**src/rtl/seq_controller_if.sv**
```systemverilog
// Shared-bus bundle between the tiny16 sequencer and its datapath (ALU, memory, register file).
// Latency: none, pure wiring.
// Backpressure: mem_ready stalls memory steps; the controller never sees any other stall.
interface seq_controller_if #(
  parameter int DATA_W = 16,
  parameter int REG_W  = 3
);
  logic [DATA_W-1:0] in;
  logic [3:0]        flags;
  logic              mem_ready;
  logic [3:0]        alu_opcode;
  logic              alu_out_en;
  logic              alu_ar_flag;
  logic              mem_addr_en;
  logic              mem_in_en;
  logic              mem_out_en;
  logic [REG_W-1:0]  reg_src_sel;
  logic [REG_W-1:0]  reg_dst_sel;
  logic              reg_in_en;
  logic              reg_out_en;
  logic              reg_pc_inc;
  logic              ctl_out_en;
  logic [DATA_W-1:0] out;
  logic [2:0]        step;
  logic              halted;

  // Controller side
  modport master (
    input  in, flags, mem_ready,
    output alu_opcode, alu_out_en, alu_ar_flag, mem_addr_en, mem_in_en, mem_out_en,
           reg_src_sel, reg_dst_sel, reg_in_en, reg_out_en, reg_pc_inc, ctl_out_en,
           out, step, halted
  );

  // Datapath side
  modport slave (
    output in, flags, mem_ready,
    input  alu_opcode, alu_out_en, alu_ar_flag, mem_addr_en, mem_in_en, mem_out_en,
           reg_src_sel, reg_dst_sel, reg_in_en, reg_out_en, reg_pc_inc, ctl_out_en,
           out, step, halted
  );
endinterface

```
**src/rtl/seq_controller.sv**
```systemverilog
// tiny16 instruction sequencer: fetch/execute FSM driving ALU, memory and register strobes.
// Latency: strobes for a step are valid in the cycle the FSM sits in that step (registered from next state).
// Backpressure: F1 and LD/ST E2 hold while mem_ready=0 (unless WAIT_EN=0); HALT holds until rst.
module seq_controller #(
  parameter int DATA_W  = 16,
  parameter int REG_W   = 3,
  parameter int PC_SEL  = 7,
  parameter int WAIT_EN = 1
) (
  input  logic             clk,
  input  logic             rst,
  seq_controller_if.master bus
);

  typedef enum logic [2:0] {
    S_RST  = 3'd0,
    S_F0   = 3'd1,
    S_F1   = 3'd2,
    S_E1   = 3'd3,
    S_E2   = 3'd4,
    S_E3   = 3'd5,
    S_HALT = 3'd7
  } state_e;

  // Registered strobe image of a step. The last three fields qualify strobes that
  // depend on same-cycle inputs (mem_ready, flags) and cannot be fully precomputed.
  typedef struct packed {
    logic [3:0]        alu_opcode;
    logic              alu_out_en;
    logic              alu_ar_flag;
    logic              mem_addr_en;
    logic              mem_in_en;
    logic              mem_out_en;
    logic [REG_W-1:0]  reg_src_sel;
    logic [REG_W-1:0]  reg_dst_sel;
    logic              reg_in_en;
    logic              reg_out_en;
    logic              ctl_out_en;
    logic [DATA_W-1:0] out;
    logic [2:0]        step;
    logic              halted;
    logic              pc_arm;    // F1: PC increments in the cycle the fetch completes
    logic              wr_wait;   // LD E2: register write only in the ready cycle
    logic              jmp_en;    // JMP E1: write enable comes from live flags vs mask
    logic [3:0]        jmp_mask;
  } ctl_t;

  localparam logic [REG_W-1:0] PC_IDX = REG_W'(PC_SEL);

  state_e      state_q, state_d;
  logic [15:0] ir_q, ir_d;
  ctl_t        ctl_q, ctl_d;
  logic        ready;
  logic        reg_in_fin;
  logic        jmp_take;
  logic [3:0]  op_q;
  logic [3:0]  op_d;

  assign ready = bus.mem_ready | (WAIT_EN == 0);
  assign op_q  = ir_q[15:12];
  assign op_d  = ir_d[15:12];

  // Bits above the 16-bit instruction field carry no decode meaning.
  if (DATA_W > 16) begin : g_hi
    logic unused_in_hi;
    assign unused_in_hi = ^bus.in[DATA_W-1:16];
  end

  // Next state and instruction register
  always_comb begin
    state_d = state_q;
    ir_d    = ir_q;
    case (state_q)
      S_RST: state_d = S_F0;
      S_F0:  state_d = S_F1;
      S_F1: begin
        if (ready) begin
          ir_d    = bus.in[15:0];
          state_d = (bus.in[15:12] == 4'h7) ? S_HALT : S_E1;
        end
      end
      S_E1: begin
        if (op_q == 4'h2 || op_q == 4'h3 || op_q[3]) state_d = S_E2;
        else                                          state_d = S_F0;
      end
      S_E2: begin
        if (op_q[3])    state_d = S_E3;
        else if (ready) state_d = S_F0;
      end
      S_E3:    state_d = S_F0;
      S_HALT:  state_d = S_HALT;
      default: state_d = S_RST;
    endcase
  end

  // Strobe decode of the step being entered, so outputs come straight from flops
  always_comb begin
    logic [REG_W-1:0] dst;
    logic [REG_W-1:0] src;
    dst        = REG_W'(ir_d[11:9]);
    src        = REG_W'(ir_d[8:6]);
    ctl_d      = '0;
    ctl_d.step = state_d;
    case (state_d)
      S_F0: begin
        ctl_d.reg_src_sel = PC_IDX;
        ctl_d.reg_out_en  = 1'b1;
        ctl_d.mem_addr_en = 1'b1;
      end
      S_F1: begin
        ctl_d.mem_out_en = 1'b1;
        ctl_d.pc_arm     = 1'b1;
      end
      S_E1: begin
        case (op_d)
          4'h1: begin
            ctl_d.reg_src_sel = src;
            ctl_d.reg_out_en  = 1'b1;
            ctl_d.reg_dst_sel = dst;
            ctl_d.reg_in_en   = 1'b1;
          end
          4'h2: begin
            ctl_d.reg_src_sel = src;
            ctl_d.reg_out_en  = 1'b1;
            ctl_d.mem_addr_en = 1'b1;
          end
          4'h3: begin
            ctl_d.reg_src_sel = dst;
            ctl_d.reg_out_en  = 1'b1;
            ctl_d.mem_addr_en = 1'b1;
          end
          4'h4: begin
            ctl_d.ctl_out_en  = 1'b1;
            ctl_d.out         = DATA_W'(ir_d[5:0]);
            ctl_d.reg_dst_sel = dst;
            ctl_d.reg_in_en   = 1'b1;
          end
          4'h5: begin
            ctl_d.reg_src_sel = src;
            ctl_d.reg_out_en  = 1'b1;
            ctl_d.reg_dst_sel = PC_IDX;
            ctl_d.jmp_en      = 1'b1;
            ctl_d.jmp_mask    = ir_d[3:0];
          end
          default: begin
            if (op_d[3]) begin
              ctl_d.reg_src_sel = dst;
              ctl_d.reg_out_en  = 1'b1;
              ctl_d.alu_ar_flag = 1'b1;
            end
          end
        endcase
      end
      S_E2: begin
        if (op_d == 4'h2) begin
          ctl_d.mem_out_en  = 1'b1;
          ctl_d.reg_dst_sel = dst;
          ctl_d.reg_in_en   = 1'b1;
          ctl_d.wr_wait     = 1'b1;
        end else if (op_d == 4'h3) begin
          ctl_d.reg_src_sel = src;
          ctl_d.reg_out_en  = 1'b1;
          ctl_d.mem_in_en   = 1'b1;
        end else if (op_d[3]) begin
          ctl_d.reg_src_sel = src;
          ctl_d.reg_out_en  = 1'b1;
          ctl_d.alu_opcode  = op_d;
        end
      end
      S_E3: begin
        ctl_d.alu_opcode  = op_d;
        ctl_d.alu_out_en  = 1'b1;
        ctl_d.reg_dst_sel = dst;
        ctl_d.reg_in_en   = 1'b1;
      end
      S_HALT:  ctl_d.halted = 1'b1;
      default: ctl_d = '0;
    endcase
  end

  // Single FSM register: state, IR and the registered strobe image
  always_ff @(posedge clk) begin
    if (rst) begin
      state_q <= S_RST;
      ir_q    <= '0;
      ctl_q   <= '0;
    end else begin
      state_q <= state_d;
      ir_q    <= ir_d;
      ctl_q   <= ctl_d;
    end
  end

  // Input-qualified register write: JMP condition, LD waits for the data beat
  always_comb begin
    jmp_take   = (ctl_q.jmp_mask == 4'h0) | (|(bus.flags & ctl_q.jmp_mask));
    reg_in_fin = ctl_q.jmp_en ? jmp_take : (ctl_q.reg_in_en & (~ctl_q.wr_wait | ready));
  end

  assign bus.alu_opcode  = ctl_q.alu_opcode;
  assign bus.alu_out_en  = ctl_q.alu_out_en;
  assign bus.alu_ar_flag = ctl_q.alu_ar_flag;
  assign bus.mem_addr_en = ctl_q.mem_addr_en;
  assign bus.mem_in_en   = ctl_q.mem_in_en;
  assign bus.mem_out_en  = ctl_q.mem_out_en;
  assign bus.reg_src_sel = ctl_q.reg_src_sel;
  assign bus.reg_dst_sel = reg_in_fin ? ctl_q.reg_dst_sel : '0;
  assign bus.reg_in_en   = reg_in_fin;
  assign bus.reg_out_en  = ctl_q.reg_out_en;
  assign bus.reg_pc_inc  = ctl_q.pc_arm & ready;
  assign bus.ctl_out_en  = ctl_q.ctl_out_en;
  assign bus.out         = ctl_q.out;
  assign bus.step        = ctl_q.step;
  assign bus.halted      = ctl_q.halted;

endmodule

```
**src/flat_wrapper.sv**
```systemverilog
// flat-port wrapper written by rule: the top's interface ports become plain ports
module seq_controller_flat 
#(
  parameter int DATA_W  = 16,
  parameter int REG_W   = 3,
  parameter int PC_SEL  = 7,
  parameter int WAIT_EN = 1
)
  (clk, rst, bus_in, bus_flags, bus_mem_ready, bus_alu_opcode, bus_alu_out_en, bus_alu_ar_flag, bus_mem_addr_en, bus_mem_in_en, bus_mem_out_en, bus_reg_src_sel, bus_reg_dst_sel, bus_reg_in_en, bus_reg_out_en, bus_reg_pc_inc, bus_ctl_out_en, bus_out, bus_step, bus_halted);
  seq_controller_if #(.DATA_W(DATA_W), .REG_W(REG_W)) bus_i ();
  input  logic clk;
  input  logic rst;
  input wire logic [$bits(bus_i.in)-1:0] bus_in;
  input wire logic [$bits(bus_i.flags)-1:0] bus_flags;
  input wire logic [$bits(bus_i.mem_ready)-1:0] bus_mem_ready;
  output wire logic [$bits(bus_i.alu_opcode)-1:0] bus_alu_opcode;
  output wire logic [$bits(bus_i.alu_out_en)-1:0] bus_alu_out_en;
  output wire logic [$bits(bus_i.alu_ar_flag)-1:0] bus_alu_ar_flag;
  output wire logic [$bits(bus_i.mem_addr_en)-1:0] bus_mem_addr_en;
  output wire logic [$bits(bus_i.mem_in_en)-1:0] bus_mem_in_en;
  output wire logic [$bits(bus_i.mem_out_en)-1:0] bus_mem_out_en;
  output wire logic [$bits(bus_i.reg_src_sel)-1:0] bus_reg_src_sel;
  output wire logic [$bits(bus_i.reg_dst_sel)-1:0] bus_reg_dst_sel;
  output wire logic [$bits(bus_i.reg_in_en)-1:0] bus_reg_in_en;
  output wire logic [$bits(bus_i.reg_out_en)-1:0] bus_reg_out_en;
  output wire logic [$bits(bus_i.reg_pc_inc)-1:0] bus_reg_pc_inc;
  output wire logic [$bits(bus_i.ctl_out_en)-1:0] bus_ctl_out_en;
  output wire logic [$bits(bus_i.out)-1:0] bus_out;
  output wire logic [$bits(bus_i.step)-1:0] bus_step;
  output wire logic [$bits(bus_i.halted)-1:0] bus_halted;
  assign bus_i.in = bus_in;
  assign bus_i.flags = bus_flags;
  assign bus_i.mem_ready = bus_mem_ready;
  assign bus_alu_opcode = bus_i.alu_opcode;
  assign bus_alu_out_en = bus_i.alu_out_en;
  assign bus_alu_ar_flag = bus_i.alu_ar_flag;
  assign bus_mem_addr_en = bus_i.mem_addr_en;
  assign bus_mem_in_en = bus_i.mem_in_en;
  assign bus_mem_out_en = bus_i.mem_out_en;
  assign bus_reg_src_sel = bus_i.reg_src_sel;
  assign bus_reg_dst_sel = bus_i.reg_dst_sel;
  assign bus_reg_in_en = bus_i.reg_in_en;
  assign bus_reg_out_en = bus_i.reg_out_en;
  assign bus_reg_pc_inc = bus_i.reg_pc_inc;
  assign bus_ctl_out_en = bus_i.ctl_out_en;
  assign bus_out = bus_i.out;
  assign bus_step = bus_i.step;
  assign bus_halted = bus_i.halted;
  seq_controller #(.DATA_W(DATA_W), .REG_W(REG_W), .PC_SEL(PC_SEL), .WAIT_EN(WAIT_EN)) u_core (.clk(clk), .rst(rst), .bus(bus_i));
endmodule
```
**config.mk**
```make
export PLATFORM = sky130hd
export DESIGN_NAME = seq_controller_flat
export DESIGN_NICKNAME = d
export VERILOG_FILES = /design/src/rtl/seq_controller_if.sv /design/src/rtl/seq_controller.sv /design/src/flat_wrapper.sv
export SDC_FILE = /design/constraint.sdc
export NUM_CORES = 1
export LEC_CHECK = 0
export CAP_MARGIN = 20
export CORE_AREA = 5 5 78 80
export CTS_CLUSTER_DIAMETER = 150
export DETAILED_ROUTE_END_ITERATION = 10
export DIE_AREA = 0 0 83 85
export PLACE_DENSITY = 0.77
export REMOVE_ABC_BUFFERS = 1
export SETUP_SLACK_MARGIN = 0.05
export SYNTH_ARGS = -nofsm -noshare
export SYNTH_HDL_FRONTEND = slang
export SYNTH_SLANG_ARGS = --single-unit
export TNS_END_PERCENT = 50
```
**constraint.sdc**
```tcl
create_clock -name clk -period 2.55 [get_ports clk]
set_input_delay 0.6375 -clock clk [delete_from_list [all_inputs] [get_ports clk]]
set_output_delay 0.6375 -clock clk [all_outputs]
set_load 0.05 [all_outputs]
```
==> impl_metrics.ini <==
[status]
status = complete, no violations

[yosys]
synthTopCellsByArea = dfxtp_1, buf_4, mux2i_1
synth_cell_types = 54
syn_area_um2 = 2492
ys.flop_type = dfxtp_1
avgSynthCellArea_um2 = 9.096
ys.warnings.count = 0
async_flop_share_pct = 0
synth-edff-count = 0
yosysTopAreaCellShare_pct = 43.37
ys_seq_area_share_pct = 43.37
syn_inst = 274
ys_ff_latch = 54
synth_top_cell_by_area = dfxtp_1

[sta]
max_freq_ghz = 0.4127
worst_slack_ns = 0.1272
slew_headroom_pct = 65.08
period_needed_ns = 2.423
drv_slew = 0
setup_viol = 0
fin_skew_ns = 0.008578
finalCritPeriodShare_pct = 95.01
tightest_slew_ns = 0.5221
holdWs_ns = 0.5044
rsz0062_at_grt = no
hold_viol = 0

[clocking]
cts_tree = yes
clock_sinks = 54
clock_latency_ns = 0.32
post_cts_buffers = 0
clockRootBuffer = clkbuf_8
cts_hold_buf = 0
cts_htree_levels = 2
cts_buffers = 5
clk_pin_slew_ns = 0.11
clockBufferDepth = 2

[placement]
hpwl_um = 4478
gp_congestion = 0.8948
place_inst = 401
port_buffers = 51
dp_worst_setup_slack_ns = -0.2165

[routing]
viasPerCell = 5.125
vias = 2096
drc = 0
drtIter0Drc = 123
first_pass_iters = 4
wl_um = 5971
ant_nets = 0
avgRoutedWirePerCell_um = 14.60

[worst_setup_path]
worst-setup-path-type = input pin to primary output
rrSetupSlack_ns = 0.37
crit_chain = dlygate4sd2_1, buf_4, o21ai_1, o21ai_1, buf_4, and2_4, buf_12
crit_cells = 7
crit_family = buffers and inverters
critPathCaptureType = primary output
critical-path-slowest-cell = dlygate4sd2_1
max_stage_delay_ns = 0.31
crit_start = bus_mem_ready
reg2reg_from = u_core.state_q[2]
cp-start-kind = input pin
arrival_ns = 1.79
critPathCapture = bus_reg_dst_sel[0]
required_ns = 1.91
worstReg2RegEnd = u_core.bus.reg_src_sel[2]
cp_max_fo = 6
r2r_cells = 8
path_buf_inv = 4

[cells_and_area]
drive_above_1_share_pct = 19.29
layout_commonest_cell = dfxtp_1
syn2layout_area_growth_pct = 32.18
fin_nets = 359
layout_common_cells = dfxtp_1, clkdlybuf4s50_1, nor2_1
diodes = 0
fin_cells = 409

[global_route]
grt_start_max_net_pins = 33
grt_usage_pct = 17.33
grt_pass1_vias = 2058
grt.overflow.total = 0
antenna_found_initial = 0
grt_pass1_wl_um = 9846

[floorplanning]
rows = 27
die_x_um = 83
core_area_um2 = 5338
die_area_um2 = 7055
initial_utilization_pct = 46.69
ioPinCount = 62
die_h_um = 85

[hold_path]
min_path_type = register to register

[pwr]
vdd_ir_drop_max_mv = 0.2972
leakagePower_uw = 0.001252
powerDensity_nw_per_um2 = 627.6

[flow_run]
cap_violations = 0
-- cell type report --
cell class | instances | area [um2]
clock buffers | 5 | 68.82
clock inverters | 3 | 48.80
fillers | 472 | 2043
inverters | 6 | 22.52
multi-input cells | 182 | 1159
flip-flops and latches | 54 | 1081
well taps | 72 | 90.09
repair buffers | 87 | 824.5
-- repair_timing --
action	CTS	global route
gates resized for setup	10	1
endpoints found under the hold margin	0	0
pin swaps	7	0
endpoints found under the setup margin	4	3
-- state kept, by name (all words and copies together) (netlist names), 3 cells and up --
register,count
u_core.ctl_q,11
u_core.bus.out,6
u_core.bus.alu_opcode,4
u_core.state_q,3
u_core.bus.step,3
u_core.bus.reg_src_sel,3
u_core.ir_q,16
-- cells by family after synthesis --
family / Yosys count / share of synthesized area, %
DFF: 54 / 43.37
xor gates and xnor gates: 2 / 0.7029
other: 1 / 0.1505
AOI/OAI and AO/OA: 52 / 14.76
buffers and inverters: 47 / 11.80
muxes: 23 / 9.638
and+or+nand+nor: 95 / 19.58
-- how the worst min path moves through the flow --
stage | startpoint | end | cells past startpoint
5_1_grt | u_core.ir_q[4] | u_core.ir_q[4] | 2
6_report | u_core.ir_q[5] | u_core.ir_q[5] | 2
4_1_cts | u_core.ir_q[4] | u_core.ir_q[4] | 2
2_1_floorplan | u_core.ir_q[4] | u_core.ir_q[4] | 2
3_3_place_gp | u_core.ir_q[5] | u_core.bus.out[5] | 2
3_5_place_dp | u_core.ir_q[4] | u_core.ir_q[4] | 2
-- Yosys cell counts, types with 2 or more instances --
master,number
xnor2_1,2
clkbuf_1,6
buf_4,28
a21o_1,2
mux2_2,4
nor2_1,37
nand2b_1,3
or3_4,2
nor4_1,2
inv_1,6
o211ai_1,2
nor2b_1,6
o31ai_1,5
mux2i_1,18
a21oi_1,15
and2_1,5
nand2_1,13
nor3_1,9
a31oi_1,2
a22oi_1,2
dfxtp_1,54
buf_2,4
nor3b_1,2
o21ai_0,7
o32ai_1,2
o221ai_1,3
buf_1,2
nand3_1,4
o21a_1,2
-- routing by layer --
metal  share of wire (%)  GRT usage (%)  wire, um
met2                  50          30.32      3001
met4                 2.9          8.321       174
met3                 5.8          3.204       346
met5                   0              0         0
met1                  41          20.46      2449
-- tightest hold or removal path: stages, from the launching register on --
cell and delay (ns):
dfxtp_1 0.32, mux2i_1 0.07, nor2_1 0.08
-- power by group --
part           switching (uW)  internal, uW
Combinational             305           232
Sequential               38.7           890
Clock                     302           299
Total                     646          1420
-- per-stage QoR --
stage,setup TNS [ns],utilization [%],cell area (um2),total power [uW]
2_1_floorplan,-2.115,-,2255,1258
3_3_place_gp,-1.981,59.49,3176,1477
3_5_place_dp,-2.933,59.49,3176,1484
4_1_cts,0,61.72,3294,2080
5_1_grt,0,61.72,3294,2172
6_report,0,61.72,3294,2068
Power figures use the tool's default switching activity.
